==> config.mk <==
export PLATFORM = sky130hd
export DESIGN_NAME = cla_slice_sequencer
export DESIGN_NICKNAME = d
export VERILOG_FILES = /design/src/rtl/cla_seq_pkg.sv /design/src/rtl/cla.sv /design/src/rtl/cla_slice_sequencer.sv
export SDC_FILE = /design/constraint.sdc
export NUM_CORES = 1
export LEC_CHECK = 0
export ABC_CLOCK_PERIOD_IN_PS = 2400
export BUFFER_PORTS_ARGS = -buffer_cell sky130_fd_sc_hd__clkbuf_2
export CAP_MARGIN = 15
export CORE_MARGIN = 1
export CORE_UTILIZATION = 30
export DETAILED_ROUTE_END_ITERATION = 12
export GPL_ROUTABILITY_DRIVEN = 1
export PLACE_DENSITY_LB_ADDON = 0.12
export SLEW_MARGIN = 20
export SYNTH_ARGS = -nofsm -noshare
export SYNTH_HDL_FRONTEND = slang
export SYNTH_HIERARCHICAL = 1
export SYNTH_SLANG_ARGS = --single-unit
==> constraint.sdc <==
create_clock -name clk -period 2.4 [get_ports clk]
set_clock_uncertainty 0.05 [all_clocks]
set_input_delay 0.12 -clock clk [delete_from_list [all_inputs] [get_ports clk]]
set_output_delay 0.12 -clock clk [all_outputs]
set_load 0.005 [all_outputs]
==> src/rtl/cla_seq_pkg.sv <==
// rtl/cla_seq_pkg.sv - shared slice width, FSM encoding and sizing helper for the slice sequencer
package cla_seq_pkg;

    localparam int SLICE_W = 4;

    typedef enum logic [1:0] {
        IDLE = 2'd0,
        ADD  = 2'd1,
        DONE = 2'd2
    } state_t;

    // Slice index width; a single-slice build still needs a 1-bit index register.
    function automatic int idx_width(input int nslice);
        return (nslice > 1) ? $clog2(nslice) : 1;
    endfunction

endpackage

==> src/rtl/cla.sv <==
// rtl/cla.sv - 4-bit carry-lookahead adder slice
module cla (
    input  logic [3:0] a,
    input  logic [3:0] b,
    input  logic       c_in,
    output logic [3:0] s,
    output logic       c_out
);

    logic [3:0] g;
    logic [3:0] p;
    logic [3:0] c;

    assign g = a & b;
    assign p = a ^ b;

    // Every carry is formed directly from generate/propagate terms, no ripple.
    assign c[0] = c_in;
    assign c[1] = g[0] | (p[0] & c_in);
    assign c[2] = g[1] | (p[1] & g[0]) | (p[1] & p[0] & c_in);
    assign c[3] = g[2] | (p[2] & g[1]) | (p[2] & p[1] & g[0])
                | (p[2] & p[1] & p[0] & c_in);
    assign c_out = g[3] | (p[3] & g[2]) | (p[3] & p[2] & g[1])
                 | (p[3] & p[2] & p[1] & g[0])
                 | (p[3] & p[2] & p[1] & p[0] & c_in);

    assign s = p ^ c;

endmodule

==> src/rtl/cla_slice_sequencer.sv <==
// rtl/cla_slice_sequencer.sv - multi-cycle wide adder reusing one 4-bit CLA per slice
module cla_slice_sequencer
    import cla_seq_pkg::*;
#(
    parameter int NSLICE = 4
) (
    input  logic                      clk,
    input  logic                      rst,
    input  logic                      in_valid,
    output logic                      in_ready,
    input  logic [SLICE_W*NSLICE-1:0] a,
    input  logic [SLICE_W*NSLICE-1:0] b,
    input  logic                      c_in,
    output logic                      out_valid,
    input  logic                      out_ready,
    output logic [SLICE_W*NSLICE-1:0] s,
    output logic                      c_out,
    output logic                      ovf
);

    localparam int W     = SLICE_W * NSLICE;
    localparam int IDX_W = idx_width(NSLICE);
    localparam logic [IDX_W-1:0] LAST_IDX = IDX_W'(NSLICE - 1);

    state_t state;
    state_t state_nxt;

    logic [W-1:0]       a_q;
    logic [W-1:0]       b_q;
    logic [W-1:0]       result;
    logic [IDX_W-1:0]   idx;
    logic               carry;

    logic [SLICE_W-1:0] a_sl   [NSLICE];
    logic [SLICE_W-1:0] b_sl   [NSLICE];
    logic [SLICE_W-1:0] res_sl [NSLICE];

    logic [SLICE_W-1:0] slice_s;
    logic               slice_c;
    logic               accept;
    logic               step;

    for (genvar g = 0; g < NSLICE; g++) begin : g_slice
        assign a_sl[g] = a_q[g*SLICE_W +: SLICE_W];
        assign b_sl[g] = b_q[g*SLICE_W +: SLICE_W];
        assign result[g*SLICE_W +: SLICE_W] = res_sl[g];
    end

    cla u_cla (
        .a     (a_sl[idx]),
        .b     (b_sl[idx]),
        .c_in  (carry),
        .s     (slice_s),
        .c_out (slice_c)
    );

    always_ff @(posedge clk) begin
        if (rst) begin
            state <= IDLE;
        end else begin
            state <= state_nxt;
        end
    end

    always_comb begin
        state_nxt = state;
        in_ready  = 1'b0;
        out_valid = 1'b0;
        accept    = 1'b0;
        step      = 1'b0;
        case (state)
            IDLE: begin
                in_ready = 1'b1;
                if (in_valid) begin
                    accept    = 1'b1;
                    state_nxt = ADD;
                end
            end
            ADD: begin
                step = 1'b1;
                if (idx == LAST_IDX) begin
                    state_nxt = DONE;
                end
            end
            DONE: begin
                out_valid = 1'b1;
                if (out_ready) begin
                    state_nxt = IDLE;
                end
            end
            default: state_nxt = IDLE;
        endcase
    end

    // Operands are captured once, so input activity after accept cannot disturb the sum.
    always_ff @(posedge clk) begin
        if (rst) begin
            a_q   <= '0;
            b_q   <= '0;
            idx   <= '0;
            carry <= 1'b0;
            for (int i = 0; i < NSLICE; i++) begin
                res_sl[i] <= '0;
            end
        end else if (accept) begin
            a_q   <= a;
            b_q   <= b;
            idx   <= '0;
            carry <= c_in;
        end else if (step) begin
            res_sl[idx] <= slice_s;
            carry       <= slice_c;
            if (idx != LAST_IDX) begin
                idx <= idx + IDX_W'(1);
            end
        end
    end

    assign s     = result;
    assign c_out = carry;
    assign ovf   = (a_q[W-1] == b_q[W-1]) && (result[W-1] != a_q[W-1]);

endmodule
* Word-level counts from Yosys, hierarchy flattened
Memories as Yosys holds them, arrays and structs flattened.
Cells that the tools add are included.
Widths: inputs -> output; s select.
** Word-level totals
- RAM bits :: 16
- Output and inout bits :: 20
- Word-level logic and storage cells :: 80
- Register bits after elaboration :: 37
- Memories :: 1
- Bits of input ports :: 37
** Cells by class
- Bitwise logic cells :: 30
- Mux-type cells :: 26
- $lt $le $gt $ge :: 1
- Reductions and logical operators :: 7
- Add/subtract/negate cells :: 1
- Equality and inequality tests :: 9
** Memory list
- res_sl :: words 4, width 4, read ports 4, clocked after Yosys merged registers in 0, write ports 4, RTL line cla_slice_sequencer.sv:36 : logic [SLICE_W-1:0] res_sl [NSLICE];
** Operator list (count)
- $mux 4 :: 5
- $and 1x1->1 :: 16
- $bmux 4 s2 :: 2
- $mux 1 :: 14
- $or 1x1->1 :: 10
- $mux 2 :: 4
- $ne 2x2->1 const B :: 4
- $xor 4x4->4 :: 2
- $pmux 2 s3 :: 1
- $and 4x4->4 :: 1
- $eq 2x2->1 const B :: 2
- $reduce_or 4->1 :: 1
- $ge 3x3->1 const B :: 1
- $not 2->3 :: 1
- $reduce_and 3->1 :: 1
- $add 2x1->2 const B :: 1
- $eq 2x1->1 const B :: 1
- $logic_not 2->1 :: 1
- $reduce_and 2->1 :: 1
- $reduce_bool 2->1 :: 1
- $reduce_or 2->1 :: 1
- $eq 1x1->1 :: 1
- $logic_and 1x1->1 :: 1
- $ne 1x1->1 :: 1

* Logic depth before layout (Yosys ltp)
- Depth after elaboration :: 12
- Gate-level depth with buffers :: 9

* Modules after synthesis
The synthesis kept the hierarchy.
** By module, submodules not included
- cla_slice_sequencer :: instances 1, area an instance 2232.1 µm², cells each 222, sequential area each 1221.2 µm²
- cla :: instances 1, area an instance 147.6 µm², cells each 17, sequential area each 0.0 µm²

* Least setup slack after synthesis
OpenSTA, ideal clock, no wires.
- Path kind :: flip-flop to flip-flop
- Start :: reg idx[0]
- End :: mem res_sl[2][3] (data pin)
- Path buffers :: 1
- Required time :: 2.095 ns
- Path slack :: -0.065 ns
- Arrival time :: 2.161 ns
- Cell stages (with the launch flop) :: 8
- Path through :: dfxtp_1 > buf_2 > mux4_2 > ha_1 > a21o_1 > a31o_1 > xor2_1 > and2_1
** RTL lines
- start, declared :: RTL line cla_slice_sequencer.sv:31 : logic [IDX_W-1:0] idx;
- start signal, assigned :: RTL line cla_slice_sequencer.sv:114 : idx <= idx + IDX_W'(1);
- end, declared :: RTL line cla_slice_sequencer.sv:36

* Worst setup path after layout
- Start :: reg idx[0]
- End :: reg carry (netlist: c_out)
** On the way
- Longest elaborated chain between the ends :: 12
** RTL lines
- $not 2->3 (implied by the code) * :: RTL line cla_slice_sequencer.sv:50, cla_slice_sequencer.sv:51
- $bmux 4 s2 (on tied branches) :: RTL line cla_slice_sequencer.sv:50, cla_slice_sequencer.sv:51
- $mux 4 (on tied branches) (2 in a row) :: RTL line cla_slice_sequencer.sv:50, cla_slice_sequencer.sv:51
- $xor 4x4->4 / $and 4x4->4 (equally long branches) :: RTL line cla.sv:15, cla.sv:14
- $and 1x1->1 (on tied branches) :: RTL line cla.sv:23, cla.sv:24, cla.sv:25
- $or 1x1->1 (tied with other cells) (2 in a row) :: RTL line cla.sv:23 : assign c_out = g[3] | (p[3] & g[2]) | (p[3] & p[2] & g[1])
- $or 1x1->1 / $and 1x1->1 (equally long branches) :: RTL line cla.sv:24, cla.sv:25
- $or 1x1->1 * :: RTL line cla.sv:25 : | (p[3] & p[2] & p[1] & p[0] & c_in);
- net slice_c :: RTL line cla_slice_sequencer.sv:39 : logic slice_c;
- $mux 1 * :: RTL line cla_slice_sequencer.sv:110 : end else if (step) begin
- $mux 1 * :: RTL line cla_slice_sequencer.sv:105 : end else if (accept) begin
- end signal, assigned :: RTL line cla_slice_sequencer.sv:109 : carry <= c_in;
- end signal, assigned :: RTL line cla_slice_sequencer.sv:112 : carry <= slice_c;
- end, declared :: RTL line cla_slice_sequencer.sv:32 : logic carry;
The timed path passes the listed nets; every way through them passes the cells marked *. The select of a mux whose other input is x is not followed.
A chain may end at the register's enable or synchronous reset.

==> flow_summary.json <==
{
  "status": "finished clean",
  "synth-simple-area-share_pct": 20.50,
  "die_h_um": 91.07,
  "syn_avg_cell_area_um2": 9.957,
  "worst_setup_path_start_kind": "flop",
  "routabilityCongestion": 0.7011,
  "ant_nets": 0,
  "drt_iter0_markers": 60,
  "antenna_found_initial": 0,
  "wl_per_cell_um": 12.18,
  "leakage_nw": 1.354,
  "cts_tree": "built",
  "area_delta_synth_final_pct": 34.12,
  "drive_gt1_share_pct": 28.53,
  "slowest_delay_ns": 0.53,
  "setup_viol": 0,
  "switching_share_pct": 24.75,
  "cts.sinks": 53,
  "fin_crit_sh_pct": 95.61,
  "rsz0062_at_grt": "no",
  "synth_compound_area_share_pct": 10.04,
  "synth-warning-count": 6,
  "cp-end-kind": "flop",
  "vias_per_cell": 4.400,
  "worst_slew_pin_slew_ns": 0.5067,
  "relSlewSlack_pct": 66.15,
  "die_w_um": 91.07,
  "pwr-share-comb_pct": 15.6,
  "grt_pass1_vias": 1706,
  "syn-num-nets": 282,
  "path_class": "flop to flop",
  "synth_top_cell_by_area": "dfxtp_1",
  "cpMostUsedCell": "a21o_1",
  "numCtsBuffers": 5,
  "critical_path.top_delay_family": "compound AO/OA/AOI/OAI gates",
  "io_pins": 57,
  "regArea_um2": 1226,
  "slew_violations": 0,
  "synth-xor-area-share_pct": 1.472,
  "synth_cell_types": 31,
  "final_util_pct": 41.52,
  "synthTopCellsByArea": "dfxtp_1 (31%), edfxtp_1 (20%), nand2_1 (10%)",
  "vias": 1883,
  "hold_viol": 0,
  "cts.path.max_buffers": 2,
  "fill_cells": 830,
  "hold_path_class": "primary input to flop",
  "grt_overflow_total": 0,
  "synth_area_um2": 2380,
  "synth_top_family_by_area": "simple AND/OR/NAND/NOR gates",
  "intPower_w": 0.001425,
  "ys_seq_elements": 53,
  "nets": 368,
  "crit_arrival_ns": 2.42,
  "yosysTopAreaCellShare_pct": 31.13,
  "wirelength_um": 5213,
  "start_util_pct": 30.96,
  "grtUsageTotal_pct": 13.24,
  "vdd_drop_max_v": 0.0002688,
  "grt_max_degree": 38,
  "powerDensity_nw_per_um2": 593.1,
  "htree_num_levels": 2,
  "yosysSeqAreaShare_pct": 51.31,
  "switchingPower_w": 0.0004686,
  "cp.required_ns": 2.52,
  "slowest_stage": "mux4_2",
  "synth_fa_ha_area_share_pct": 3.470,
  "total_power_w": 0.001893,
  "cts_root_buf": "clkbuf_8",
  "drtPass1Iterations": 4,
  "synth_mux_area_share_pct": 8.412,
  "drc": 0,
  "period_needed_ns": 2.295,
  "rows": 32,
  "multiInputGateArea_um2": 1052,
  "crit_buf_inv": 0,
  "seq_power_share_pct": 53.1,
  "hpwlAfterDp_um": 3799,
  "clk_latency_ns": 0.30,
  "p_clk_share_pct": 31.3,
  "max_freq_ghz": 0.4358,
  "worstPathMaxFanout": 5,
  "cts_setup_buffers": 0,
  "clk_pin_slew_ns": 0.10,
  "antenna_cells": 0,
  "syn_inst": 239,
  "grt_pass1_wl_um": 8556,
  "tns_ns": 0,
  "maxCapViolations": 0,
  "io_buffers": 56,
  "die-area_um2": 8293,
  "path_cells": "mux4_2, ha_1, a21o_1, a31o_1, a21o_1, mux2i_1, a211oi_2",
  "core-area_um2": 7687
}
==> through the flow <==
stage / cells / hold slack (ns) / worst slack (ns) / instance area [um2]
after CTS: 428 / 0.004661 / 0.07496 / 3181
after floorplan: 239 / 0.2060 / 0.02713 / 2387
after global routing: 428 / 0.009133 / 0.02115 / 3192
after global placement: 390 / 0.2961 / 0.06322 / 2764
after detailed placement: 390 / 0.2997 / 0.002854 / 2764
final: 428 / 0.004885 / 0.1053 / 3192
==> routing by layer <==
layer | track usage (%) | vias up | share of wire [%]
met2 | 21.34 | 47 | 47
met5 | 0 | - | 0
li1 | - | 977 | -
met4 | 3.968 | 0 | 1.3
met1 | 17.64 | 854 | 47
met3 | 3.099 | 5 | 4.5
==> sequential cells by signal (all words and copies together) (netlist names) <==
name and count:
idx 2, a_q 16, b_q 16, c_out 1, res_sl 16, state 2
==> worst paths after layout <==
| kind | from | endpoint | slack (ns) | cells past startpoint |
|---|---|---|---|---|
| max | idx[0]$_SDFFE_PP0P_ | c_out$_SDFFE_PP0P_ | 0.11 | 7 |
| min reg2reg | b_q[3]$_SDFFE_PP0P_ | b_q[3]$_SDFFE_PP0P_ | 0.41 | 2 |
| max reg2reg | idx[0]$_SDFFE_PP0P_ | c_out$_SDFFE_PP0P_ | 0.11 | 7 |
| min | b[3] | b_q[3]$_SDFFE_PP0P_ | 0.005 | 3 |
==> cell usage in the layout, fill, tap and decap left out, types with 2 or more instances in the layout <==
cell type      count
mux2i_1            2
inv_1              6
a21oi_1           33
dlygate4sd3_1     30
or3b_1             2
edfxtp_1          16
a21o_1             3
a31o_2             2
dfxtp_1           35
clkbuf_2          56
mux4_2             8
ha_1               5
nor2b_1            2
buf_4              9
or2_2              2
nand2_1           66
nor2_1             6
nor3_1             2
clkbuf_8           6
and2_1            16
xnor2_1            3
nor3_2             2
==> cell usage after synthesis (all sizes together) <==
| cell | n |
|---|---|
| nor3b | 3 |
| a211oi | 1 |
| ha | 5 |
| dfxtp | 37 |
| buf | 10 |
| xor2 | 1 |
| or2 | 2 |
| or3b | 2 |
| mux2i | 2 |
| nand2 | 66 |
| a31o | 3 |
| inv | 6 |
| clkbuf | 6 |
| o21ai | 1 |
| nor3 | 4 |
| xnor2 | 3 |
| a21o | 3 |
| and2 | 16 |
| nor2 | 6 |
| nor2b | 2 |
| fa | 1 |
| edfxtp | 16 |
| and3 | 1 |
| a21oi | 33 |
| mux4 | 8 |
| a22oi | 1 |
==> timing repair <==
action,CTS,global route
endpoints found under the setup margin,5,9
endpoints found under the hold margin,30,0
hold buffers,30,0
pin swaps,0,0
gates resized for setup,1,3
==> tightest hold or removal path, stage by stage <==
cell      delay (ns)
clkbuf_2        0.08
nand2_1         0.06
a21oi_1         0.06
==> cells by family after synthesis <==
logic type,after synthesis
fa+ha+maj,6
buf+inv,22
xor+xnor,4
mux,10
flops,53
simple gates,102
compound gates,42
==> final cells by class <==
cell class,count,area share [%]
Sequential cell,53,38.42
Inverter,6,0.7056
Tap cell,102,3.998
Clock inverter,1,0.2352
Multi-Input combinational cell,164,32.97
Timing Repair Buffer,95,20.31
Clock buffer,7,3.371
==> power groups by stage <==
stage	logic, W	clock network [W]	registers, W
2_1_floorplan	0.000169	0	0.00102
3_3_place_gp	0.000260	0	0.00103
3_5_place_dp	0.000262	0	0.00103
4_1_cts	0.000301	0.000607	0.00101
5_1_grt	0.000333	0.000639	0.00101
6_report	0.000295	0.000592	0.00101
(Power assumes the default switching activity.)
